**config.mk**
```make
export PLATFORM = sky130hd
export DESIGN_NAME = ysyx_22041071_ifu_flat
export DESIGN_NICKNAME = d
export VERILOG_FILES = /design/src/rtl/ysyx_22041071_ifu_if.sv /design/src/rtl/ysyx_22041071_ifu.sv /design/src/flat_wrapper.sv
export SDC_FILE = /design/constraint.sdc
export NUM_CORES = 1
export LEC_CHECK = 0
export ABC_CLOCK_PERIOD_IN_PS = 8600
export CORE_MARGIN = 2
export CORE_UTILIZATION = 50
export DETAILED_ROUTE_END_ITERATION = 10
export MAX_ROUTING_LAYER = met4
export PLACE_DENSITY = 0.85
export SLEW_MARGIN = 20
export SYNTH_ARGS = -nofsm -noshare
export SYNTH_HDL_FRONTEND = slang
export SYNTH_SLANG_ARGS = --single-unit
```
**constraint.sdc**
```tcl
create_clock -name clk -period 8.6 [get_ports clk]
set_clock_uncertainty 0.1 [all_clocks]
set_input_delay 2.15 -clock clk [delete_from_list [all_inputs] [get_ports clk]]
set_output_delay 2.15 -clock clk [all_outputs]
set_load 0.02 [all_outputs]
```
**src/rtl/ysyx_22041071_ifu_if.sv**
```systemverilog
// AXI read-channel bundle between the instruction fetch unit and memory.
interface ysyx_22041071_ifu_if;
    logic        ar_valid;
    logic [63:0] ar_addr;
    logic        ar_ready;
    logic        r_valid;
    logic [63:0] r_data;
    logic [1:0]  r_resp;
    logic        r_ready;

    modport master (
        output ar_valid, ar_addr, r_ready,
        input  ar_ready, r_valid, r_data, r_resp
    );

    modport slave (
        input  ar_valid, ar_addr, r_ready,
        output ar_ready, r_valid, r_data, r_resp
    );
endinterface

```
**src/rtl/ysyx_22041071_ifu.sv**
```systemverilog
// Instruction fetch unit: one AXI read per instruction, 4-state FSM,
// redirect handling with a kill flag for in-flight fetches.
module ysyx_22041071_ifu #(
    parameter logic [63:0] RESET_PC = 64'h0000_0000_8000_0000
) (
    input  logic                       clk,
    input  logic                       reset,
    input  logic                       redirect_valid,
    input  logic [63:0]                redirect_pc,
    ysyx_22041071_ifu_if.master        axi,
    output logic [63:0]                pc_out,
    output logic [31:0]                ins_out,
    output logic                       valid_out,
    input  logic                       ready_in,
    output logic                       fetch_err
);

    typedef enum logic [1:0] {IDLE, ADDR, DATA, HOLD} state_t;

    state_t      state, state_nxt;
    logic [63:0] pc, pc_nxt;
    logic [63:0] addr_q;
    logic        kill, kill_nxt;
    logic        capture;
    logic        load_addr;
    logic [63:0] redir_tgt;

    // Redirect targets are word aligned; low two bits are dropped.
    assign redir_tgt = redirect_pc & ~64'd3;

    // A new address is latched only when entering ADDR, so redirects that
    // arrive while ar_valid is up never disturb the presented address.
    assign load_addr = (state_nxt == ADDR) && (state != ADDR);

    assign axi.ar_valid = (state == ADDR);
    assign axi.ar_addr  = addr_q;
    assign axi.r_ready  = (state == DATA);
    assign valid_out    = (state == HOLD);

    // Next-state, next-pc and kill-flag decisions.
    always_comb begin
        state_nxt = state;
        pc_nxt    = pc;
        kill_nxt  = kill;
        capture   = 1'b0;
        case (state)
            IDLE: begin
                state_nxt = ADDR;
                if (redirect_valid) pc_nxt = redir_tgt;
            end
            ADDR: begin
                if (redirect_valid) begin
                    pc_nxt   = redir_tgt;
                    kill_nxt = 1'b1;
                end
                if (axi.ar_ready) state_nxt = DATA;
            end
            DATA: begin
                if (redirect_valid) begin
                    pc_nxt   = redir_tgt;
                    kill_nxt = 1'b1;
                end
                if (axi.r_valid) begin
                    // Data fetched for a superseded pc is dropped; a redirect
                    // landing on the return cycle makes it stale as well.
                    if (kill || redirect_valid) begin
                        state_nxt = ADDR;
                        kill_nxt  = 1'b0;
                    end else begin
                        state_nxt = HOLD;
                        capture   = 1'b1;
                    end
                end
            end
            HOLD: begin
                if (redirect_valid) begin
                    pc_nxt    = redir_tgt;
                    state_nxt = ADDR;
                end else if (ready_in) begin
                    pc_nxt    = pc + 64'd4;
                    state_nxt = ADDR;
                end
            end
            default: state_nxt = IDLE;
        endcase
    end

    // State, pc, fetch address and the instruction holding register.
    always_ff @(posedge clk) begin
        if (reset) begin
            state     <= IDLE;
            pc        <= RESET_PC;
            kill      <= 1'b0;
            addr_q    <= RESET_PC;
            pc_out    <= RESET_PC;
            ins_out   <= 32'h0;
            fetch_err <= 1'b0;
        end else begin
            state <= state_nxt;
            pc    <= pc_nxt;
            kill  <= kill_nxt;
            if (load_addr) addr_q <= {pc_nxt[63:3], 3'b000};
            if (capture) begin
                pc_out    <= pc;
                ins_out   <= pc[2] ? axi.r_data[63:32] : axi.r_data[31:0];
                fetch_err <= (axi.r_resp != 2'b00);
            end
        end
    end

endmodule

```
**src/flat_wrapper.sv**
```systemverilog
// flat-port wrapper written by rule: the top's interface ports become plain ports
module ysyx_22041071_ifu_flat 
#(
    parameter logic [63:0] RESET_PC = 64'h0000_0000_8000_0000
)
  (clk, reset, redirect_valid, redirect_pc, pc_out, ins_out, valid_out, ready_in, fetch_err, axi_ar_valid, axi_ar_addr, axi_r_ready, axi_ar_ready, axi_r_valid, axi_r_data, axi_r_resp);
  ysyx_22041071_ifu_if axi_i ();
  input  logic clk;
  input  logic reset;
  input  logic redirect_valid;
  input  logic [63:0] redirect_pc;
  output logic [63:0] pc_out;
  output logic [31:0] ins_out;
  output logic valid_out;
  input  logic ready_in;
  output logic fetch_err;
  output wire logic [$bits(axi_i.ar_valid)-1:0] axi_ar_valid;
  output wire logic [$bits(axi_i.ar_addr)-1:0] axi_ar_addr;
  output wire logic [$bits(axi_i.r_ready)-1:0] axi_r_ready;
  input wire logic [$bits(axi_i.ar_ready)-1:0] axi_ar_ready;
  input wire logic [$bits(axi_i.r_valid)-1:0] axi_r_valid;
  input wire logic [$bits(axi_i.r_data)-1:0] axi_r_data;
  input wire logic [$bits(axi_i.r_resp)-1:0] axi_r_resp;
  assign axi_ar_valid = axi_i.ar_valid;
  assign axi_ar_addr = axi_i.ar_addr;
  assign axi_r_ready = axi_i.r_ready;
  assign axi_i.ar_ready = axi_ar_ready;
  assign axi_i.r_valid = axi_r_valid;
  assign axi_i.r_data = axi_r_data;
  assign axi_i.r_resp = axi_r_resp;
  ysyx_22041071_ifu #(.RESET_PC(RESET_PC)) u_core (.clk(clk), .reset(reset), .redirect_valid(redirect_valid), .redirect_pc(redirect_pc), .axi(axi_i), .pc_out(pc_out), .ins_out(ins_out), .valid_out(valid_out), .ready_in(ready_in), .fetch_err(fetch_err));
endmodule
```
* Word level (Yosys, flattened, before mapping)
Index checks and enable logic that the tools add are counted.
** Word-level totals
- Register bits :: 225
- Output and inout bits :: 164
- Word-level logic and storage cells :: 41
** Operators by class
- Add/subtract/negate cells :: 1
- Equality and inequality tests :: 7
- Muxes and demuxes :: 18
- Reductions and logical operators :: 7
** Operators by type and width (count)
- $mux 64 :: 3
- $pmux 64 s2 :: 1
- $add 64x3->64 const B :: 1
- $mux 32 :: 1
- $mux 2 :: 5
- $pmux 2 s4 :: 1
- $mux 1 :: 6
- $eq 2x1->1 const B :: 2
- $eq 2x2->1 const B :: 2
- $ne 2x1->1 const B :: 2
- $reduce_bool 2->1 :: 2
- $ne 3x2->1 const B :: 1
- $reduce_or 3->1 :: 1
- $logic_not 2->1 :: 1
- $pmux 1 s2 :: 1
- $reduce_and 2->1 :: 1
- $logic_and 1x1->1 :: 1
- $logic_or 1x1->1 :: 1

* Depth between registers and ports, before layout
Gate-level depths: netlist of run 1.
- Word-level depth :: 6
- Gate-level depth with buffers :: 10
- Depth with buffers taken out :: 8

* Least setup slack after synthesis of run 1
Ideal clock, no wire load.
- Path kind :: input port to flip-flop
- Start :: input port redirect_valid
- End :: register u_core.addr_q[16] (netlist: u_core.axi.ar_addr[16])
- Arrival :: 4.231 ns
- Data required time :: 8.430 ns
- Setup slack :: 4.198 ns
- Cell stages on the path :: 7
- Buffers on the path :: 2
- Path through :: clkbuf_1 > clkinv_1 > a41o_1 > o41ai_1 > clkbuf_1 > o211ai_1 > a21oi_1
** Between the ends
- Longest elaborated chain between the ends :: 6
- Elaborated cells on any way between the ends :: 10
** Ends and longest elaborated chain
- from (decl) :: line flat_wrapper.sv:10 : input logic redirect_valid;
- $logic_or 1x1->1 :: line ysyx_22041071_ifu.sv:66 : if (kill || redirect_valid) begin
- $mux 2 :: line ysyx_22041071_ifu.sv:66
- $mux 2 :: line ysyx_22041071_ifu.sv:63 : if (axi.r_valid) begin
- $pmux 2 s4 :: line ysyx_22041071_ifu.sv:46 : case (state)
- $eq 2x1->1 :: line ysyx_22041071_ifu.sv:33 : assign load_addr = (state_nxt == ADDR) && (state != ADDR);
- $logic_and 1x1->1 :: line ysyx_22041071_ifu.sv:33
- to (signal assigned) :: line ysyx_22041071_ifu.sv:102 : if (load_addr) addr_q <= {pc_nxt[63:3], 3'b000};
- to (decl) :: line ysyx_22041071_ifu.sv:22 : logic [63:0] addr_q;
Several ways; a longest one is shown, not always the timed one. The select of a mux whose other input is x is not followed.
A chain may end at the register's enable or synchronous reset.

* Final worst setup path of run 1
- Start :: input port redirect_valid
- End :: register u_core.addr_q[63] (netlist: u_core.axi.ar_addr[63])
Same word-level chain as after synthesis.

==> impl_metrics.tcl, run 1 <==
set metrics [dict create \
    vdd_drop_max_mv 0.130 \
    worst_pin_slew_ns 0.895 \
    cts_resized 0 \
    synth_adder_area_share_pct 0.769 \
    worst_skew_pair.late_latency_ns 0.51 \
    ctsHoldBuffers 0 \
    clock-root-buffer "clkbuf_16" \
    detail-route-antenna-nets 0 \
    critical_path.startpoint "redirect_valid" \
    path_delay_family "simple AND/OR/NAND/NOR gates" \
    routed_wl_mm 31.2 \
    tns_ns 0 \
    drv_cap 0 \
    row_count 51 \
    die_y_um 144 \
    io_buffer_count 292 \
    netlist_area_mm2 0.00977 \
    ys_seq_area_share_pct 45.3 \
    synth_compound_area_share_pct 16.6 \
    p_int_mw 1.87 \
    grt_overflow 0 \
    vias 9750 \
    io_pins 300 \
    track_usage_pct 29.7 \
    setup_viol 0 \
    cellPowerDensity_mw_per_mm2 186 \
    drt_iter0_drc 727 \
    ys_ff_latch 221 \
    comb_power_share_pct 13.9 \
    grt_pass1_vias 9046 \
    synth_top_area_share_pct 45.3 \
    syn_avg_cell_area_um2 8.18 \
    grt_pass1_wl_mm 47.6 \
    dieArea_mm2 0.0207 \
    reg2reg_from "u_core.pc[4]$_SDFF_PP0_" \
    rsz0062_at_grt "false" \
    cts_sinks 221 \
    synthSimpleGateAreaFrac_pct 25.0 \
    drc 0 \
    final_common_cell "clkdlybuf4s50_1" \
    cts_max_level 1 \
    cts_buffer_depth 3 \
    synth_ff_type "dfxtp_1" \
    switching_power_mw 0.664 \
    swShare_pct 26.2 \
    place.gp.congestion 0.881 \
    core-area_mm2 0.0193 \
    crit_fanout 81 \
    path_class "input pin to flop" \
    yosysWarnings 0 \
    critPathLaunchType "input pin" \
    power_frac_seq_pct 44.7 \
    clkPwrFrac_pct 41.4 \
    critical_path_arrival_ns 5.17 \
    grt_max_degree 100 \
    vias_per_cell 5.68 \
    final_cell_mix "clkdlybuf4s50_1, dfxtp_1, nand2_1" \
    post-route-min-period_ns 4.84 \
    finalHoldViolCount 0 \
    die_width_um 144 \
    cts_tree "done" \
    synthCells 1194 \
    placement.cell_area_mm2 0.0128 \
    worst-path-buf-inv 2 \
    crit_path_frequent_cell "nor2_1" \
    final_max_slew_viol_count 0 \
    worstSetupEndpoint "u_core.axi.ar_addr[63]$_SDFFE_PP0P_" \
    r2r_end "u_core.axi.ar_addr[47]$_SDFFE_PP0P_" \
    antenna_found_initial 0 \
    async_reset_ff_share_pct 0 \
    cp.depth 8 \
    n_antenna_cell 0 \
    power_mw 2.53 \
    finalCoreUtilization_pct 70.3 \
    worst_path_max_delay_cell "buf_2" \
    initial_core_util_pct 50.5 \
    synth_xor_xnor_area_share_pct 3.41 \
    crit_chain "buf_2, nor2_1, and3_4, o41a_2, buf_4, nor2_1, o21ai_0, a31oi_1" \
    relSlewSlack_pct 40.3 \
    period_share_pct 56.3 \
    min-delay-path-class "flop to flop" \
    max_freq_ghz 0.207 \
    cts_buffers 23 \
    synthMuxAreaShare_pct 4.42 \
    drive_gt1_share_pct 5.03 \
    place.detailed.hpwl_mm 21.5 \
    dr.pass1.iters 6 \
    syn_to_final_growth_pct 39.1 \
    synth_top_family_by_area "simple AND/OR/NAND/NOR gates" \
    r2r_cells 6 \
    r2r_setup_slack_ns 5.21 \
    yosysUniqueCellTypes 57 \
    post_drt_wl_per_cell_um 18.2 \
    power.leakage_nw 4.78 \
    final_nets 1576 \
    status "finished clean" \
    yosysTopAreaCell "dfxtp_1" \
    required_ns 8.93 \
    path_clk_slew_ns 0.06 \
    synthTopCellsByArea "dfxtp_1, nand2_1, a21oi_1" \
    post_cts_buffers 0 \
    synth_edf_count 0 \
    max_stage_delay_ns 0.56 \
    stdcell_area_mm2 0.0136 \
    end_kind "flop" \
]
cell type report:
type                            count  area [µm²]
Fill cell                        1509        5750
Multi-Input combinational cell    867        4950
Sequential cell                   221        4430
Timing Repair Buffer              305        3020
Clock buffer                       28         644
Tap cell                          265         332
Clock inverter                     14         158
Inverter                           16        60.1
metrics by stage:
step | cells | setup slack [ns] | hold WS [ns]
3_3_place_gp | 1674 | 3.39 | 0.341
5_1_grt | 1716 | 3.58 | 0.368
3_5_place_dp | 1674 | 3.32 | 0.346
2_1_floorplan | 1198 | 4.20 | 0.346
4_1_cts | 1716 | 3.83 | 0.354
6_report | 1716 | 3.76 | 0.353
worst reg2reg max path: cells and delay by family (launching register included):
kind / cells / cell delay, ns
simple gates: 4 / 2.15
compound gates: 2 / 0.51
flops: 1 / 0.50
worst min-delay path by stage:
stage	startpoint	end	slack, ns	cells past startpoint
finish	u_core.pc_out[26]$_SDFFE_PP0P_	u_core.pc_out[26]$_SDFFE_PP0P_	0.35	2
global route	u_core.pc_out[5]$_SDFFE_PP0P_	u_core.pc_out[5]$_SDFFE_PP0P_	0.37	2
CTS	u_core.pc_out[5]$_SDFFE_PP0P_	u_core.pc_out[5]$_SDFFE_PP0P_	0.35	2
detailed placement	u_core.pc_out[46]$_SDFFE_PP0P_	u_core.pc_out[46]$_SDFFE_PP0P_	0.35	2
global placement	u_core.pc_out[2]$_SDFFE_PP0P_	u_core.pc_out[2]$_SDFFE_PP0P_	0.34	2
floorplan	u_core.pc[63]$_SDFF_PP0_	u_core.pc_out[63]$_SDFFE_PP0P_	0.35	2
power by group through the flow:
stage | combinational (mW) | clock [mW] | sequential (mW)
2_1_floorplan | 0.153 | 0 | 1.17
3_3_place_gp | 0.343 | 0 | 1.15
3_5_place_dp | 0.348 | 0 | 1.15
4_1_cts | 0.351 | 1.06 | 1.13
5_1_grt | 0.377 | 1.10 | 1.14
6_report | 0.351 | 1.05 | 1.13
cells by family (layout without fill, tap and decap cells):
| family | after synthesis | after routing |
|---|---|---|
| XOR/XNOR | 38 | 38 |
| multiplexers | 43 | 43 |
| adder cells (fa/ha/maj) | 6 | 6 |
| buffers and inverters | 110 | 363 |
| AO/OA/AOI/OAI | 252 | 252 |
| flip-flops | 221 | 221 |
| other | 1 | 5 |
| AND/OR/NAND/NOR | 523 | 523 |
flip-flops by register name, summed over array words and instances, names as in the netlist:
name and flops:
u_core.state 2, u_core.pc_out 62, u_core.ins_out 32, u_core.pc 62, u_core.fetch_err 1, u_core.axi.ar_addr 61, u_core.kill 1
routing by layer:
| metal | global-route usage, % | routed length [µm] | vias to the layer above |
|---|---|---|---|
| met4 | 9.44 | 843 | 0 |
| li1 | - | - | 4690 |
| met5 | - | 0 | - |
| met3 | 4.87 | 2460 | 73 |
| met1 | 36.6 | 12600 | 4563 |
| met2 | 49.9 | 15300 | 424 |
cells in the mapped netlist (4+ instances only):
library cell  instances
dfxtp_1             221
nand2_1             178
nor2_1              130
a21oi_1              98
clkbuf_1             72
nand3_1              61
a211oi_1             43
nor3_1               43
mux2i_1              42
o21ai_0              31
nand4_1              25
xnor2_1              21
nor4_1               18
o41ai_1              17
xor2_1               17
inv_1                15
buf_1                14
o21a_1               13
and3_1               12
nand2b_1             12
and4_1               10
or4_1                 7
a31oi_1               6
and2_1                6
ha_1                  6
a21o_1                5
buf_4                 5
o211ai_1              5
o31ai_1               5
a211o_1               4
o211a_1               4
o22ai_1               4
o31a_1                4
No activity file was read; power rests on OpenSTA's default activity.
==> run 2, diff against run 1 <==
--- a/config.mk
+++ b/config.mk
@@ -5,12 +5,12 @@
 export SDC_FILE = /design/constraint.sdc
 export NUM_CORES = 1
 export LEC_CHECK = 0
-export ABC_CLOCK_PERIOD_IN_PS = 8600
+export ABC_CLOCK_PERIOD_IN_PS = 4700
 export CORE_MARGIN = 2
-export CORE_UTILIZATION = 50
+export CORE_UTILIZATION = 47
 export DETAILED_ROUTE_END_ITERATION = 10
 export MAX_ROUTING_LAYER = met4
-export PLACE_DENSITY = 0.85
+export PLACE_DENSITY = 0.8
 export SLEW_MARGIN = 20
 export SYNTH_ARGS = -nofsm -noshare
 export SYNTH_HDL_FRONTEND = slang
==> constraint.sdc (replaced) <==
create_clock -name clk -period 4.7 [get_ports clk]
set_clock_uncertainty 0.1 [all_clocks]
set_input_delay 1.175 -clock clk [delete_from_list [all_inputs] [get_ports clk]]
set_output_delay 1.175 -clock clk [all_outputs]
set_load 0.02 [all_outputs]
==> run 2 against run 1 <==
  * Count of clock-buffer cells in the layout increased by 4
  * Critical path type unchanged
  * Design area about the same
  * Non-clock buffer count increased by 2
  * Hold slack about the same
  * Largest power group unchanged
  * Setup slack got worse by 2.5 ns
  * Register-to-register slack got worse by 3.8 ns
  * Clock power increased by 74%
  * Global-route usage decreased by 1.1 points
  * Core utilization decreased by 3.3 points
  * Die area increased by 6.2%
  * Flip-flop and latch count unchanged
  * Via count increased by 0.97%
==> impl_metrics.tcl, run 2 (synthesized netlist as in run 1, its figures left out) <==
set metrics [dict create \
    cellPowerDensity_mw_per_mm2 335 \
    multiInputGateArea_mm2 0.00495 \
    swShare_pct 26.1 \
    end_kind "flop" \
    cts_resized 0 \
    finalNonFillerCells 1723 \
    critical_path_arrival_ns 3.78 \
    power.leakage_nw 4.78 \
    post-route-min-period_ns 3.42 \
    grt_pass1_vias 9163 \
    io_buffer_count 292 \
    die_width_um 148 \
    grt_overflow 0 \
    worst_skew_pair.late_latency_ns 0.52 \
    drive_gt1_share_pct 4.82 \
    status "finished clean" \
    detail-route-antenna-nets 0 \
    rsz0062_at_grt "false" \
    clkPwrFrac_pct 40.1 \
    clock-root-buffer "clkbuf_16" \
    final_cell_mix "clkdlybuf4s50_1, dfxtp_1, nand2_1" \
    power_frac_seq_pct 45.5 \
    die_y_um 148 \
    post_drt_wl_per_cell_um 18.5 \
    finalCoreUtilization_pct 67.0 \
    place_inst 1681 \
    comb_power_share_pct 14.5 \
    dieArea_mm2 0.0219 \
    vias_per_cell 5.71 \
    tns_ns 0 \
    antenna_found_initial 2 \
    ctsHoldBuffers 0 \
    row_count 52 \
    seqCellArea_mm2 0.00443 \
    final_nets 1578 \
    crit_fanout 8 \
    cts_tree "done" \
    setup_viol 0 \
    drv_cap 0 \
    path_clk_slew_ns 0.06 \
    post_cts_buffers 0 \
    critPathLaunchType "input pin" \
    period_share_pct 72.9 \
    dr.pass1.iters 6 \
    switching_power_mw 1.19 \
    cts_buffers 23 \
    io_pins 300 \
    cts_buffer_depth 3 \
    vias 9845 \
    grt_pass1_wl_mm 49.6 \
    relSlewSlack_pct 38.3 \
    min-delay-path-class "flop to flop" \
    place.detailed.hpwl_mm 22.2 \
    max_freq_ghz 0.292 \
    cts_sinks 221 \
    drc 0 \
    p_int_mw 3.37 \
    finalHoldViolCount 0 \
    drt_iter0_drc 932 \
    place.gp.congestion 0.895 \
    track_usage_pct 28.7 \
    initial_core_util_pct 48.1 \
    grt_max_degree 92 \
    power_mw 4.56 \
    final_common_cell "clkdlybuf4s50_1" \
    worst_pin_slew_ns 0.926 \
    final_max_slew_viol_count 0 \
    routed_wl_mm 31.9 \
    core-area_mm2 0.0203 \
    fill_cells 1680 \
    syn_to_final_growth_pct 39.2 \
    vdd_drop_max_mv 0.261 \
    required_ns 5.05 \
    cts_max_level 1 \
    path_class "input pin to flop" \
]
## run 2: cell types whose count changed in the layout (fill, tap and decap cells not counted), sizes merged
cell	before	now
buf	15	17
bufinv	3	2
clkbuf	28	32
clkinv	8	4
clkinvlp	2	1
diode	0	2
## run 2: power groups by stage
| stage | sequential (mW) | combinational (mW) | clock (mW) |
|---|---|---|---|
| 4_1_cts | 2.07 | 0.658 | 1.85 |
| 6_report | 2.07 | 0.658 | 1.83 |
| 3_5_place_dp | 2.11 | 0.652 | 0 |
| 3_3_place_gp | 2.11 | 0.645 | 0 |
| 5_1_grt | 2.08 | 0.705 | 1.93 |
| 2_1_floorplan | 2.14 | 0.281 | 0 |
## run 2: path summary, 6_finish.rpt
kind	cells past startpoint	start	slack, ns	end
setup / recovery	6	ready_in	1.28	u_core.axi.ar_addr[51]$_SDFFE_PP0P_
hold / removal	2	u_core.pc_out[4]$_SDFFE_PP0P_	0.35	u_core.pc_out[4]$_SDFFE_PP0P_
setup reg to reg	6	u_core.pc[8]$_SDFF_PP0_	1.45	u_core.axi.ar_addr[51]$_SDFFE_PP0P_
hold reg to reg	2	u_core.pc_out[4]$_SDFFE_PP0P_	0.35	u_core.pc_out[4]$_SDFFE_PP0P_
## run 2: area by class of cell
class                      count  area share (%)
timing repair buffer         307            22.5
tap                          270            2.49
sequential                   221            32.6
clock buffer                  32            4.85
antenna                        2          0.0368
multi-input combinational    867            36.4
inverter                      16           0.442
clock inverter                 8           0.709
## run 2: layer usage
layer / track usage [%] / vias to the layer above / wire [µm]
li1: - / 4707 / -
met1: 36.5 / 4601 / 13000
met4: 8.33 / 0 / 892
met2: 47.6 / 472 / 15400
met3: 4.14 / 65 / 2620
met5: - / - / 0
## run 2: worst max-delay path, cell delays in order
cell	delay [ns]
clkdlybuf4s50_1	0.59
nand4_1	0.33
or4_1	0.81
or4b_1	0.52
and3_1	0.24
o21ai_2	0.12
## run 2: metrics by stage
step | area (µm²) | setup slack [ns] | hold slack, ns
4_1_cts | 13600 | 1.30 | 0.356
3_5_place_dp | 12800 | 0.800 | 0.347
5_1_grt | 13600 | 1.04 | 0.375
3_3_place_gp | 12800 | 0.808 | 0.343
2_1_floorplan | 9780 | 1.27 | 0.346
6_report | 13600 | 1.28 | 0.353
==> run 3, diff against run 2 <==
--- a/config.mk
+++ b/config.mk
@@ -5,7 +5,7 @@
 export SDC_FILE = /design/constraint.sdc
 export NUM_CORES = 1
 export LEC_CHECK = 0
-export ABC_CLOCK_PERIOD_IN_PS = 4700
+export ABC_CLOCK_PERIOD_IN_PS = 3200
 export CORE_MARGIN = 2
 export CORE_UTILIZATION = 47
 export DETAILED_ROUTE_END_ITERATION = 10
==> constraint.sdc (replaced) <==
create_clock -name clk -period 3.2 [get_ports clk]
set_clock_uncertainty 0.1 [all_clocks]
set_input_delay 0.8 -clock clk [delete_from_list [all_inputs] [get_ports clk]]
set_output_delay 0.8 -clock clk [all_outputs]
set_load 0.02 [all_outputs]
==> run 3 against run 2 <==
  * Total power increased by 50%
  * Hold slack about the same
  * Non-clock buffer count increased by 17
  * Core utilization increased by 1.0 points
  * Global-route usage increased by 0.093 points
  * Sequential share of layout area decreased by 0.50 points
  * Setup slack got worse by 1.1 ns
  * Critical path type is now flop to output pin
  * Largest cell class unchanged
  * Highest routed layer unchanged
==> impl_metrics.tcl, run 3 (synthesized netlist as in run 1, its figures left out) <==
set metrics [dict create \
    min_from "u_core.pc_out[62]$_SDFFE_PP0P_" \
    end_kind "output pin" \
    grt_pass1_wl_mm 49.4 \
    critPathLaunchType "flop" \
    drive_gt1_share_pct 5.93 \
    r2r_end "u_core.axi.ar_addr[51]$_SDFFE_PP0P_" \
    post-place-ws_ns -0.0260 \
    vdd_drop_max_mv 0.326 \
    cts_sinks 221 \
    cts_resized 0 \
    final_nets 1595 \
    post-route-min-period_ns 2.99 \
    setup_viol 0 \
    critical_path_arrival_ns 2.09 \
    r2r_setup_slack_ns 0.28 \
    crit_fanout 10 \
    power_frac_seq_pct 44.5 \
    fill_cells 1659 \
    final_max_slew_viol_count 0 \
    drt_iter0_drc 857 \
    vias 9917 \
    worst_skew_pair.late_latency_ns 0.51 \
    path_class "flop to output pin" \
    final_common_cell "clkdlybuf4s50_1" \
    wl_met2_mm 15.5 \
    top_layer "met4" \
    syn_to_final_growth_pct 41.4 \
    io_buffer_count 292 \
    track_usage_pct 28.8 \
    row_count 52 \
    switching_power_mw 1.76 \
    initial_core_util_pct 48.1 \
    required_ns 2.30 \
    place.detailed.hpwl_mm 22.8 \
    stdcell_area_mm2 0.0138 \
    ctsHoldBuffers 0 \
    reg2reg_from "u_core.pc[8]$_SDFF_PP0_" \
    final_cell_mix "clkdlybuf4s50_1, dfxtp_1, nand2_1" \
    power_mw 6.84 \
    power.leakage_nw 4.88 \
    core-area_mm2 0.0203 \
    placement.cell_area_mm2 0.0130 \
    wl_met1_mm 12.9 \
    routed_wl_mm 32.2 \
    swShare_pct 25.8 \
    dieArea_mm2 0.0219 \
    grt_max_degree 147 \
    hold_slack_ns 0.353 \
    finalHoldViolCount 0 \
    max_freq_ghz 0.334 \
    drc 0 \
    grt_pass1_vias 9230 \
    place_inst 1698 \
    finalCoreUtilization_pct 68.0 \
    cts_max_level 1 \
    path_clk_slew_ns 0.06 \
    vias_per_cell 5.70 \
    post_cts_buffers 0 \
    cellPowerDensity_mw_per_mm2 495 \
    wl_met3_mm 3.02 \
    setup_ws_ns 0.206 \
    holdPathEnd "u_core.pc_out[62]$_SDFFE_PP0P_" \
    finalNonFillerCells 1739 \
    io_pins 300 \
    die_width_um 148 \
    place.gp.congestion 0.943 \
    cts_tree "done" \
    detail-route-antenna-nets 0 \
    post_drt_wl_per_cell_um 18.5 \
    die_y_um 148 \
    clock-root-buffer "clkbuf_16" \
    p_int_mw 5.08 \
    dr.pass1.iters 7 \
    drv_cap 0 \
    comb_power_share_pct 14.5 \
    period_share_pct 93.6 \
    rsz0062_at_grt "false" \
    cts_buffers 23 \
    antenna_found_initial 2 \
    min-delay-path-class "flop to flop" \
    worst_pin_slew_ns 0.754 \
    relSlewSlack_pct 49.3 \
    holdPathStages 2 \
    clkPwrFrac_pct 41.0 \
    r2r_cells 6 \
    cts_buffer_depth 3 \
    grt_overflow 0 \
    status "finished clean" \
    tns_ns 0 \
]
run 3: cell count changes in the layout (fill, tap and decap cells not counted):
cell / delta
nor4_1: +1
buf_12: +4
clkbuf_8: -2
clkbuf_1: -2
clkinvlp_4: +4
clkinv_2: -3
bufinv_16: +2
nor4_2: -1
buf_4: +13
run 3: final cells by class:
cell class	count	area (µm²)	share of cell area, %
antenna	2	5.00	0.0363
clock buffer	28	624	4.52
clock inverter	11	171	1.24
inverter	16	60.1	0.435
multi-input combinational	867	4950	35.8
sequential	221	4430	32.1
tap	270	338	2.45
timing repair buffer	324	3230	23.4
run 3: worst max-delay path by stage:
stage                                           from                             endpoint  cells past startpoint
after detailed placement                    ready_in  u_core.axi.ar_addr[49]$_SDFFE_PP0P_                      9
after global placement                      ready_in  u_core.axi.ar_addr[35]$_SDFFE_PP0P_                      7
after floorplan                       redirect_valid  u_core.axi.ar_addr[16]$_SDFFE_PP0P_                      7
final                     u_core.state[1]$_SDFF_PP0_                            valid_out                      2
after CTS                 u_core.state[1]$_SDFF_PP0_                            valid_out                      2
after global routing         u_core.pc[8]$_SDFF_PP0_  u_core.axi.ar_addr[63]$_SDFFE_PP0P_                      7
run 3: metal layers:
metal  vias up  track usage (%)
li1       4738                -
met1      4574             36.4
met2       543             47.8
met3        62             4.63
met4         0             8.19
met5         -                -
run 3: critical path: stages (launching register included):
cell             delay (ns)
dfxtp_1                0.45
ha_1                   0.44
clkdlybuf4s50_1        0.71
run 3: power groups by stage:
stage               clock (mW)  sequential [mW]  combinational [mW]
floorplan                    0             3.15               0.412
global placement             0             3.09               0.964
detailed placement           0             3.10               0.979
CTS                       2.85             3.04               0.986
global route              2.96             3.06                1.06
finish                    2.80             3.04               0.988
